### src/rtl/uart_pkg.sv
// rtl/uart_pkg.sv - shared types and defaults for the UART blocks
package uart_pkg;

  typedef enum logic [1:0] {
    IDLE,
    START,
    DATA,
    STOP
  } rx_state_t;

  localparam int OVERSAMPLE_DEF = 8;
  localparam int DATA_BITS_DEF  = 8;

endpackage

### src/rtl/sync2.sv
// rtl/sync2.sv - two-flop synchronizer with selectable reset value
module sync2 #(
  parameter logic RESET_VAL = 1'b1
) (
  input  logic clk,
  input  logic nreset,
  input  logic d,
  output logic q
);

  logic meta;

  always_ff @(posedge clk or negedge nreset) begin
    if (!nreset) begin
      meta <= RESET_VAL;
      q    <= RESET_VAL;
    end else begin
      meta <= d;
      q    <= meta;
    end
  end

endmodule

### src/rtl/uart_rx.sv
// rtl/uart_rx.sv - 8N1 UART receiver, oversampled bit timing, valid/ack holding register
module uart_rx
  import uart_pkg::*;
#(
  parameter int OVERSAMPLE = OVERSAMPLE_DEF,
  parameter int DATA_BITS  = DATA_BITS_DEF
) (
  input  logic                 clk,
  input  logic                 nreset,
  input  logic                 tick,
  input  logic                 rxd,
  output logic [DATA_BITS-1:0] rx_data,
  output logic                 rx_valid,
  input  logic                 rx_ack,
  output logic                 frame_err,
  output logic                 overrun,
  output logic                 busy
);

  localparam int CW = $clog2(OVERSAMPLE);
  localparam int BW = $clog2(DATA_BITS + 1);
  localparam logic [CW-1:0] HALF     = CW'(OVERSAMPLE / 2);
  localparam logic [CW-1:0] LAST     = CW'(OVERSAMPLE - 1);
  localparam logic [BW-1:0] LAST_BIT = BW'(DATA_BITS - 1);

  rx_state_t            state, state_d;
  logic [CW-1:0]        cnt, cnt_d;
  logic [BW-1:0]        bitidx, bitidx_d;
  logic [DATA_BITS-1:0] shreg, shreg_d;
  logic                 armed, armed_d;
  logic                 rxd_s;
  logic                 done;

  sync2 #(.RESET_VAL(1'b1)) u_sync (
    .clk    (clk),
    .nreset (nreset),
    .d      (rxd),
    .q      (rxd_s)
  );

  always_ff @(posedge clk or negedge nreset) begin
    if (!nreset) begin
      state  <= IDLE;
      cnt    <= '0;
      bitidx <= '0;
      shreg  <= '0;
      armed  <= 1'b0;
    end else begin
      state  <= state_d;
      cnt    <= cnt_d;
      bitidx <= bitidx_d;
      shreg  <= shreg_d;
      armed  <= armed_d;
    end
  end

  always_comb begin
    state_d  = state;
    cnt_d    = cnt;
    bitidx_d = bitidx;
    shreg_d  = shreg;
    armed_d  = armed;
    if (tick) begin
      case (state)
        // armed only after a high sample, so a held-low line cannot retrigger
        IDLE: begin
          if (rxd_s) begin
            armed_d = 1'b1;
          end else if (armed) begin
            state_d = START;
            cnt_d   = CW'(1);
          end
        end
        START: begin
          cnt_d = cnt + 1'b1;
          if (cnt_d == HALF) begin
            if (rxd_s) begin
              state_d = IDLE;
            end else begin
              state_d  = DATA;
              cnt_d    = '0;
              bitidx_d = '0;
            end
          end
        end
        DATA: begin
          cnt_d = cnt + 1'b1;
          if (cnt == LAST) begin
            shreg_d  = {rxd_s, shreg[DATA_BITS-1:1]};
            bitidx_d = bitidx + 1'b1;
            if (bitidx == LAST_BIT) state_d = STOP;
          end
        end
        STOP: begin
          cnt_d = cnt + 1'b1;
          if (cnt == LAST) begin
            state_d = IDLE;
            armed_d = rxd_s;
          end
        end
        default: state_d = IDLE;
      endcase
    end
  end

  always_comb begin
    busy = (state != IDLE);
    done = tick && (state == STOP) && (cnt == LAST);
  end

  // an ack landing on the completion cycle frees the register for the new byte
  always_ff @(posedge clk or negedge nreset) begin
    if (!nreset) begin
      rx_data   <= '0;
      rx_valid  <= 1'b0;
      frame_err <= 1'b0;
      overrun   <= 1'b0;
    end else if (done && (!rx_valid || rx_ack)) begin
      rx_data   <= shreg;
      frame_err <= ~rxd_s;
      rx_valid  <= 1'b1;
      if (rx_valid) overrun <= 1'b0;
    end else if (done) begin
      overrun <= 1'b1;
    end else if (rx_ack && rx_valid) begin
      rx_valid <= 1'b0;
      overrun  <= 1'b0;
    end
  end

endmodule

### config.mk
export PLATFORM = sky130hd
export DESIGN_NAME = uart_rx
export DESIGN_NICKNAME = d
export VERILOG_FILES = /design/src/rtl/uart_pkg.sv /design/src/rtl/sync2.sv /design/src/rtl/uart_rx.sv
export SDC_FILE = /design/constraint.sdc
export NUM_CORES = 1
export LEC_CHECK = 0
export CORE_MARGIN = 1.5
export CORE_UTILIZATION = 30
export CTS_CLUSTER_DIAMETER = 60
export DETAILED_ROUTE_END_ITERATION = 12
export PLACE_DENSITY_LB_ADDON = 0.3
export SYNTH_ARGS = -nofsm -noshare
export SYNTH_HDL_FRONTEND = slang
export SYNTH_SLANG_ARGS = --single-unit
### constraint.sdc
create_clock -name clk -period 3.8 [get_ports clk]
set_clock_uncertainty 0.05 [all_clocks]
set_input_delay 0.76 -clock clk [delete_from_list [all_inputs] [get_ports clk]]
set_output_delay 0.76 -clock clk [all_outputs]
set_load 0.01 [all_outputs]
==> results of run 1 <==
[per-layer routing]
metal	up-vias	routed length, µm	track usage (%)
li1	434	-	-
met2	17	1110	17.8
met5	-	0	0
met1	450	1160	14.2
met3	8	125	4.22
met4	0	63	6.84
[where the power goes]
part	leakage, nW	total, mW	internal, mW	switching [mW]
Sequential	0.406	0.422	0.365	0.0566
Combinational	0.376	0.152	0.0802	0.0714
Clock	0.0482	0.261	0.146	0.116
[cells in the mapped netlist]
library cell | count | area, µm²
sky130_fd_sc_hd__a21o_1 | 3 | 22.5
sky130_fd_sc_hd__a21oi_1 | 4 | 20.0
sky130_fd_sc_hd__a21oi_4 | 1 | 16.3
sky130_fd_sc_hd__a31oi_1 | 1 | 6.26
sky130_fd_sc_hd__and3_1 | 1 | 6.26
sky130_fd_sc_hd__buf_2 | 1 | 5.00
sky130_fd_sc_hd__buf_4 | 1 | 7.51
sky130_fd_sc_hd__clkbuf_1 | 1 | 3.75
sky130_fd_sc_hd__dfrtp_1 | 29 | 726
sky130_fd_sc_hd__dfstp_2 | 2 | 52.6
sky130_fd_sc_hd__ha_1 | 5 | 62.6
sky130_fd_sc_hd__inv_1 | 5 | 18.8
sky130_fd_sc_hd__mux2_2 | 20 | 225
sky130_fd_sc_hd__mux2i_1 | 1 | 10.0
sky130_fd_sc_hd__nand2_1 | 11 | 41.3
sky130_fd_sc_hd__nand2b_1 | 2 | 12.5
sky130_fd_sc_hd__nand3_1 | 3 | 15.0
sky130_fd_sc_hd__nand3b_1 | 1 | 7.51
sky130_fd_sc_hd__nand4_1 | 1 | 6.26
sky130_fd_sc_hd__nand4_2 | 2 | 25.0
sky130_fd_sc_hd__nand4bb_1 | 1 | 11.3
sky130_fd_sc_hd__nor2_1 | 3 | 11.3
sky130_fd_sc_hd__nor2b_1 | 1 | 6.26
sky130_fd_sc_hd__nor3_1 | 1 | 5.00
sky130_fd_sc_hd__nor3b_1 | 1 | 7.51
sky130_fd_sc_hd__nor4b_1 | 1 | 8.76
sky130_fd_sc_hd__o21ai_0 | 3 | 15.0
sky130_fd_sc_hd__o221ai_1 | 3 | 26.3
sky130_fd_sc_hd__or2_2 | 1 | 6.26
sky130_fd_sc_hd__xnor2_1 | 2 | 17.5
[worst max-delay path, delay by kind of cell (launching register included)]
family	cells	cell delay [ps]
buf+inv	1	480
simple gates	1	370
flops	1	540
[stage by stage]
| stage | worst slack, ps | cell area [µm²] |
|---|---|---|
| floorplan | 2130 | 1410 |
| global placement | 1160 | 1620 |
| detailed placement | 1130 | 1620 |
| CTS | 1320 | 1710 |
| global route | 1220 | 1710 |
| finish | 1320 | 1710 |
[worst paths after layout]
kind | slack [ps] | endpoint | start
worst min-delay path | 300 | u_sync.q | u_sync.meta
max in group asynchronous | 2560 | u_sync.meta | nreset
worst min register to register | 300 | u_sync.q | u_sync.meta
worst max-delay path | 1320 | busy | flop
worst max register to register | 1920 | rx_data[4] | cnt[0]
min in group asynchronous | 820 | bitidx[2] | nreset
[registers in the layout, indices dropped and copies added, names as in the netlist, named ones only]
name and cells:
armed 1, cnt 3, rx_data 8, shreg 8, u_sync.meta 1, bitidx 4
overrun 1, state 1, u_sync.q 1, rx_valid 1, frame_err 1
[final cells by class]
| type | instances | area (µm²) | area share, % |
|---|---|---|---|
| well taps | 52 | 65.1 | 3.80 |
| inverters | 5 | 18.8 | 1.10 |
| multi-input cells | 73 | 592 | 34.6 |
| clock buffers | 7 | 86.3 | 5.04 |
| clock inverters | 1 | 5.00 | 0.292 |
| flip-flops and latches | 31 | 778 | 45.4 |
| repair buffers | 17 | 168 | 9.79 |
[cells by family after synthesis]
group | Yosys count
AO/OA/AOI/OAI | 15
XOR/XNOR | 2
adder cells (fa/ha/maj) | 5
buffers and inverters | 8
flip-flops | 31
multiplexers | 21
AND/OR/NAND/NOR | 30
==> flow_results.xml, run 1 <==
<?xml version="1.0" encoding="UTF-8"?>
<metrics>
  <group name="outcome">
    <metric name="status" unit="">completed</metric>
  </group>
  <group name="floorplan">
    <metric name="floorplan.core_area" unit="µm²">4440</metric>
    <metric name="die_height" unit="µm">71.4</metric>
    <metric name="rows" unit="">24</metric>
    <metric name="initial_utilization" unit="%">31.6</metric>
    <metric name="io_count" unit="">17</metric>
    <metric name="die-area" unit="µm²">5100</metric>
    <metric name="die_width" unit="µm">71.4</metric>
  </group>
  <group name="yosys">
    <metric name="yosys_warnings" unit="">0</metric>
    <metric name="muxShareOfSynthArea" unit="%">16.7</metric>
    <metric name="post_synth_fa_ha_maj_area_fraction" unit="%">4.45</metric>
    <metric name="compound_gate_portion_of_the_synthesized_area" unit="%">7.57</metric>
    <metric name="main_combinational_cell_family_by_area_after_synthesis" unit="">multiplexers</metric>
    <metric name="synth.cell_area" unit="µm²">1410</metric>
    <metric name="postSynthCellCount" unit="">112</metric>
    <metric name="post_synth_xor_area_fraction" unit="%">1.25</metric>
    <metric name="area_fraction_in_and_or_nand_and_nor_cells_after_synthesis" unit="%">12.1</metric>
    <metric name="synth-seq-area-share" unit="%">55.4</metric>
    <metric name="flop_and_latch_count_out_of_synthesis" unit="">31</metric>
    <metric name="postSynthNetCount" unit="">122</metric>
    <metric name="netlist-cell-type-count" unit="">30</metric>
    <metric name="synth_area_per_cell" unit="µm²">12.5</metric>
  </group>
  <group name="run">
    <metric name="maxcap_violations" unit="">0</metric>
  </group>
  <group name="sta">
    <metric name="timing.final.crit_period" unit="ps">2480</metric>
    <metric name="slew_viol_final" unit="">0</metric>
    <metric name="worst_pin_slew" unit="ps">504</metric>
    <metric name="grt_setup_unrepaired" unit="">false</metric>
    <metric name="finalSetupTns" unit="ps">0</metric>
    <metric name="finalHoldViolCount" unit="">0</metric>
    <metric name="fmax" unit="GHz">0.403</metric>
    <metric name="timing.slew.headroom" unit="%">66.3</metric>
    <metric name="setup_viol" unit="">0</metric>
    <metric name="final.period_utilization" unit="%">65.3</metric>
    <metric name="hold-worst-slack" unit="ps">304</metric>
  </group>
  <group name="detailed_routing">
    <metric name="detail_route.wl_per_cell" unit="µm">13.2</metric>
    <metric name="drt_pass1_iterations" unit="">6</metric>
    <metric name="drtAntennaViolNets" unit="">0</metric>
    <metric name="detail_route.wirelength" unit="µm">2460</metric>
    <metric name="drt-initial-drc-count" unit="">34</metric>
    <metric name="drc" unit="">0</metric>
    <metric name="via_count" unit="">909</metric>
    <metric name="routed_via_density" unit="">4.89</metric>
  </group>
  <group name="grt">
    <metric name="grt_start_max_net_pins" unit="">32</metric>
    <metric name="grt_antenna_before_repair" unit="">0</metric>
    <metric name="grt_util_overall" unit="%">11.7</metric>
    <metric name="global_route_wire_length_before_repair" unit="µm">4500</metric>
    <metric name="via_count_of_the_first_global_routing_pass" unit="">975</metric>
    <metric name="grt_remaining_overflow" unit="">0</metric>
  </group>
  <group name="setup_path">
    <metric name="type_of_destination_of_the_critical_path" unit="">primary output</metric>
    <metric name="max_stage_delay" unit="ps">540</metric>
    <metric name="worstPathRequired" unit="ps">2990</metric>
    <metric name="critPathArrivalTime" unit="ps">1670</metric>
    <metric name="reg2reg_depth" unit="">5</metric>
    <metric name="timing.critical_path.from_type" unit="">flop</metric>
    <metric name="cpMaxStageDelayCell" unit="">sky130_fd_sc_hd__dfrtp_1</metric>
    <metric name="path_class" unit="">flop to primary output</metric>
    <metric name="timing.critical_path.cells" unit="">or2_2 -&gt; clkdlybuf4s50_1</metric>
    <metric name="worst-path-max-fanout" unit="">15</metric>
  </group>
  <group name="worst_hold_path">
    <metric name="hold-path-cell-count" unit="">0</metric>
    <metric name="timing.hold.worst.class" unit="">flop to flop</metric>
  </group>
  <group name="placed_design">
    <metric name="gp_congestion" unit="">0.731</metric>
    <metric name="place_hpwl" unit="µm">1680</metric>
    <metric name="placed_cells" unit="">178</metric>
    <metric name="port_buffer_count" unit="">16</metric>
  </group>
  <group name="cells_and_area">
    <metric name="layout.core_utilization" unit="%">38.5</metric>
    <metric name="num-fill-cells" unit="">461</metric>
    <metric name="finalNetCount" unit="">143</metric>
    <metric name="drive_gt1_share" unit="%">25.4</metric>
    <metric name="layout.cells.most_common_list" unit="">29 x sky130_fd_sc_hd__dfrtp_1, 20 x sky130_fd_sc_hd__mux2_2, 16 x sky130_fd_sc_hd__clkdlybuf4s50_1</metric>
    <metric name="antenna_cells_inserted" unit="">0</metric>
    <metric name="final_cells" unit="">186</metric>
    <metric name="mostFrequentLayoutCell" unit="">sky130_fd_sc_hd__dfrtp_1</metric>
    <metric name="layout-area-overhead-vs-synth" unit="%">21.9</metric>
  </group>
  <group name="power">
    <metric name="vdd_drop_max" unit="V">0.000194</metric>
    <metric name="power_leakage" unit="nW">0.831</metric>
    <metric name="fin_total_pwr" unit="mW">0.835</metric>
    <metric name="powerDensity" unit="nW/µm²">487</metric>
  </group>
  <group name="cts">
    <metric name="ctsResizeCount" unit="">0</metric>
    <metric name="clockRootBuffer" unit="">sky130_fd_sc_hd__clkbuf_8</metric>
    <metric name="worst_skew_pair.late_latency" unit="ps">280</metric>
    <metric name="tritoncts" unit="">yes</metric>
    <metric name="clk_path_buf_depth" unit="">2</metric>
    <metric name="cts_inserted_buffers" unit="">5</metric>
    <metric name="cts_hold_buf" unit="">0</metric>
    <metric name="clkSlewWorstSetupHoldPaths" unit="ps">60</metric>
    <metric name="count_of_buffers_added_by_post_cts_timing_repair_for_setup" unit="">0</metric>
    <metric name="htree_num_levels" unit="">2</metric>
    <metric name="cts_num_sinks" unit="">31</metric>
  </group>
</metrics>
Note: power is estimated with default switching activity, not from simulation.
==> run 2: changes to the inputs <==
Clock period 3.8 ns to 2.1 ns, I/O delays scaled along.
==> run 2 against run 1 <==
The run now ends with DRC left. Design area grew 2.8%. Core utilization grew 1.1 points. Wire length grew 5.3%. Final cell count grew 1.6%. Non-clock buffer count grew 3. Clock power grew 130%. Global-route usage shrank 0.28 points. Die area is the same. Largest power group unchanged. Register-to-register slack lost 1700 ps. Worst setup slack lost 1100 ps.
==> flow_results.xml, run 2 (synthesized netlist as in run 1, its figures left out) <==
<?xml version="1.0" encoding="UTF-8"?>
<metrics>
  <group name="outcome">
    <metric name="status" unit="">complete, but fails checks</metric>
    <metric name="violations" unit="">DRC</metric>
  </group>
  <group name="grt">
    <metric name="grt_start_max_net_pins" unit="">32</metric>
    <metric name="grt_util_overall" unit="%">11.4</metric>
    <metric name="grt_remaining_overflow" unit="">0</metric>
    <metric name="via_count_of_the_first_global_routing_pass" unit="">973</metric>
    <metric name="global_route_wire_length_before_repair" unit="µm">4410</metric>
    <metric name="grt_antenna_before_repair" unit="">0</metric>
  </group>
  <group name="setup_path">
    <metric name="timing.critical_path.from_type" unit="">flop</metric>
    <metric name="cpMaxStageDelayCell" unit="">sky130_fd_sc_hd__clkdlybuf4s50_1</metric>
    <metric name="path_class" unit="">flop to primary output</metric>
    <metric name="critPathArrivalTime" unit="ps">1440</metric>
    <metric name="max_stage_delay" unit="ps">480</metric>
    <metric name="worst-path-max-fanout" unit="">2</metric>
    <metric name="worstPathRequired" unit="ps">1630</metric>
    <metric name="timing.critical_path.cells" unit="">or2_2 -&gt; clkdlybuf4s50_1</metric>
    <metric name="type_of_destination_of_the_critical_path" unit="">primary output</metric>
    <metric name="critical_path.n_buffers_inverters" unit="">1</metric>
    <metric name="cp_top_family" unit="">buffers and inverters</metric>
  </group>
  <group name="detailed_routing">
    <metric name="detail_route.wirelength" unit="µm">2590</metric>
    <metric name="detail_route.wl_per_cell" unit="µm">13.7</metric>
    <metric name="drtAntennaViolNets" unit="">0</metric>
    <metric name="routed_via_density" unit="">4.84</metric>
    <metric name="via_count" unit="">914</metric>
    <metric name="drt_pass1_iterations" unit="">10</metric>
    <metric name="drc" unit="">1</metric>
    <metric name="drt-initial-drc-count" unit="">56</metric>
  </group>
  <group name="cts">
    <metric name="clockRootBuffer" unit="">sky130_fd_sc_hd__clkbuf_8</metric>
    <metric name="count_of_buffers_added_by_post_cts_timing_repair_for_setup" unit="">0</metric>
    <metric name="cts_inserted_buffers" unit="">5</metric>
    <metric name="worst_skew_pair.late_latency" unit="ps">280</metric>
    <metric name="clk_path_buf_depth" unit="">2</metric>
    <metric name="clkSlewWorstSetupHoldPaths" unit="ps">70</metric>
    <metric name="tritoncts" unit="">yes</metric>
    <metric name="cts_hold_buf" unit="">0</metric>
    <metric name="cts_num_sinks" unit="">31</metric>
    <metric name="htree_num_levels" unit="">2</metric>
    <metric name="ctsResizeCount" unit="">0</metric>
  </group>
  <group name="placed_design">
    <metric name="port_buffer_count" unit="">16</metric>
    <metric name="place_hpwl" unit="µm">1860</metric>
    <metric name="gp_congestion" unit="">0.706</metric>
  </group>
  <group name="cells_and_area">
    <metric name="antenna_cells_inserted" unit="">0</metric>
    <metric name="layout.cells.most_common_list" unit="">29 x sky130_fd_sc_hd__dfrtp_1, 20 x sky130_fd_sc_hd__mux2_2, 16 x sky130_fd_sc_hd__clkdlybuf4s50_1</metric>
    <metric name="reg_top3" unit="">rx_data (8), shreg (8), bitidx (4)</metric>
    <metric name="area_used_by_multi_input_combinational_logic" unit="µm²">592</metric>
    <metric name="drive_gt1_share" unit="%">27.7</metric>
    <metric name="layout-area-overhead-vs-synth" unit="%">25.4</metric>
    <metric name="layout.core_utilization" unit="%">39.6</metric>
    <metric name="mostFrequentLayoutCell" unit="">sky130_fd_sc_hd__dfrtp_1</metric>
    <metric name="sequential_cell_area" unit="µm²">778</metric>
    <metric name="num-fill-cells" unit="">431</metric>
    <metric name="finalNetCount" unit="">146</metric>
  </group>
  <group name="power">
    <metric name="vdd_drop_max" unit="V">0.000397</metric>
    <metric name="powerDensity" unit="nW/µm²">946</metric>
    <metric name="power_leakage" unit="nW">0.858</metric>
  </group>
  <group name="floorplan">
    <metric name="die-area" unit="µm²">5100</metric>
    <metric name="die_height" unit="µm">71.4</metric>
    <metric name="rows" unit="">24</metric>
    <metric name="die_width" unit="µm">71.4</metric>
    <metric name="initial_utilization" unit="%">31.6</metric>
    <metric name="floorplan.core_area" unit="µm²">4440</metric>
    <metric name="io_count" unit="">17</metric>
  </group>
  <group name="sta">
    <metric name="grt_setup_unrepaired" unit="">false</metric>
    <metric name="fmax" unit="GHz">0.522</metric>
    <metric name="final.period_utilization" unit="%">91.2</metric>
    <metric name="setup_viol" unit="">0</metric>
    <metric name="worst_pin_slew" unit="ps">384</metric>
    <metric name="slew_viol_final" unit="">0</metric>
    <metric name="finalSetupTns" unit="ps">0</metric>
    <metric name="timing.slew.headroom" unit="%">74.4</metric>
    <metric name="timing.final.crit_period" unit="ps">1910</metric>
    <metric name="finalHoldViolCount" unit="">0</metric>
  </group>
  <group name="run">
    <metric name="maxcap_violations" unit="">0</metric>
  </group>
  <group name="worst_hold_path">
    <metric name="timing.hold.worst.class" unit="">flop to flop</metric>
  </group>
</metrics>
run 2: cell count changes in the layout (fill, tap and decap cells not counted), sizes merged:
cell    change
bufinv      +1
buf         +3
clkbuf      -1
run 2: area by class of cell:
class | count | area share, %
sequential | 31 | 44.2
inverter | 5 | 1.07
timing repair buffer | 20 | 10.8
clock buffer | 6 | 4.69
tap | 52 | 3.69
clock inverter | 2 | 1.99
multi-input combinational | 73 | 33.6
run 2: metrics by stage:
step | power (mW) | instances | area, µm² | worst slack [ps] | hold slack [ps]
after floorplan | 0.955 | 112 | 1410 | 425 | 74.4
after global placement | 1.06 | 181 | 1640 | 117 | 299
after detailed placement | 1.08 | 181 | 1640 | 127 | 299
after CTS | 1.69 | 189 | 1760 | 171 | 308
after global routing | 1.76 | 189 | 1760 | 72.1 | 309
final | 1.67 | 189 | 1760 | 185 | 307
run 2: final timing paths:
check / slack (ps) / to / depth (start not counted) / from
hold / removal: 310 / u_sync.q / 0 / u_sync.meta
setup / recovery: 190 / busy / 2 / flop
min in group asynchronous: 470 / bitidx[3] / 2 / nreset
hold reg to reg: 310 / u_sync.q / 0 / u_sync.meta
max in group asynchronous: 1210 / u_sync.meta / 2 / nreset
setup reg to reg: 220 / rx_data[6] / 5 / cnt[0]
run 2: report_power, final:
group / leakage (nW) / total (mW) / internal [mW] / switching [mW]
Combinational: 0.391 / 0.353 / 0.168 / 0.185
Sequential: 0.406 / 0.712 / 0.661 / 0.0507
Clock: 0.0612 / 0.601 / 0.383 / 0.218
Total: 0.858 / 1.67 / 1.21 / 0.453
run 2: routing by layer:
layer | share of wire (%) | up-vias | track usage, %
met5 | 0 | - | 0
met2 | 50 | 15 | 18.8
met4 | 2.4 | 0 | 6.41
li1 | - | 442 | -
met3 | 4.7 | 8 | 4.08
met1 | 42 | 449 | 12.8
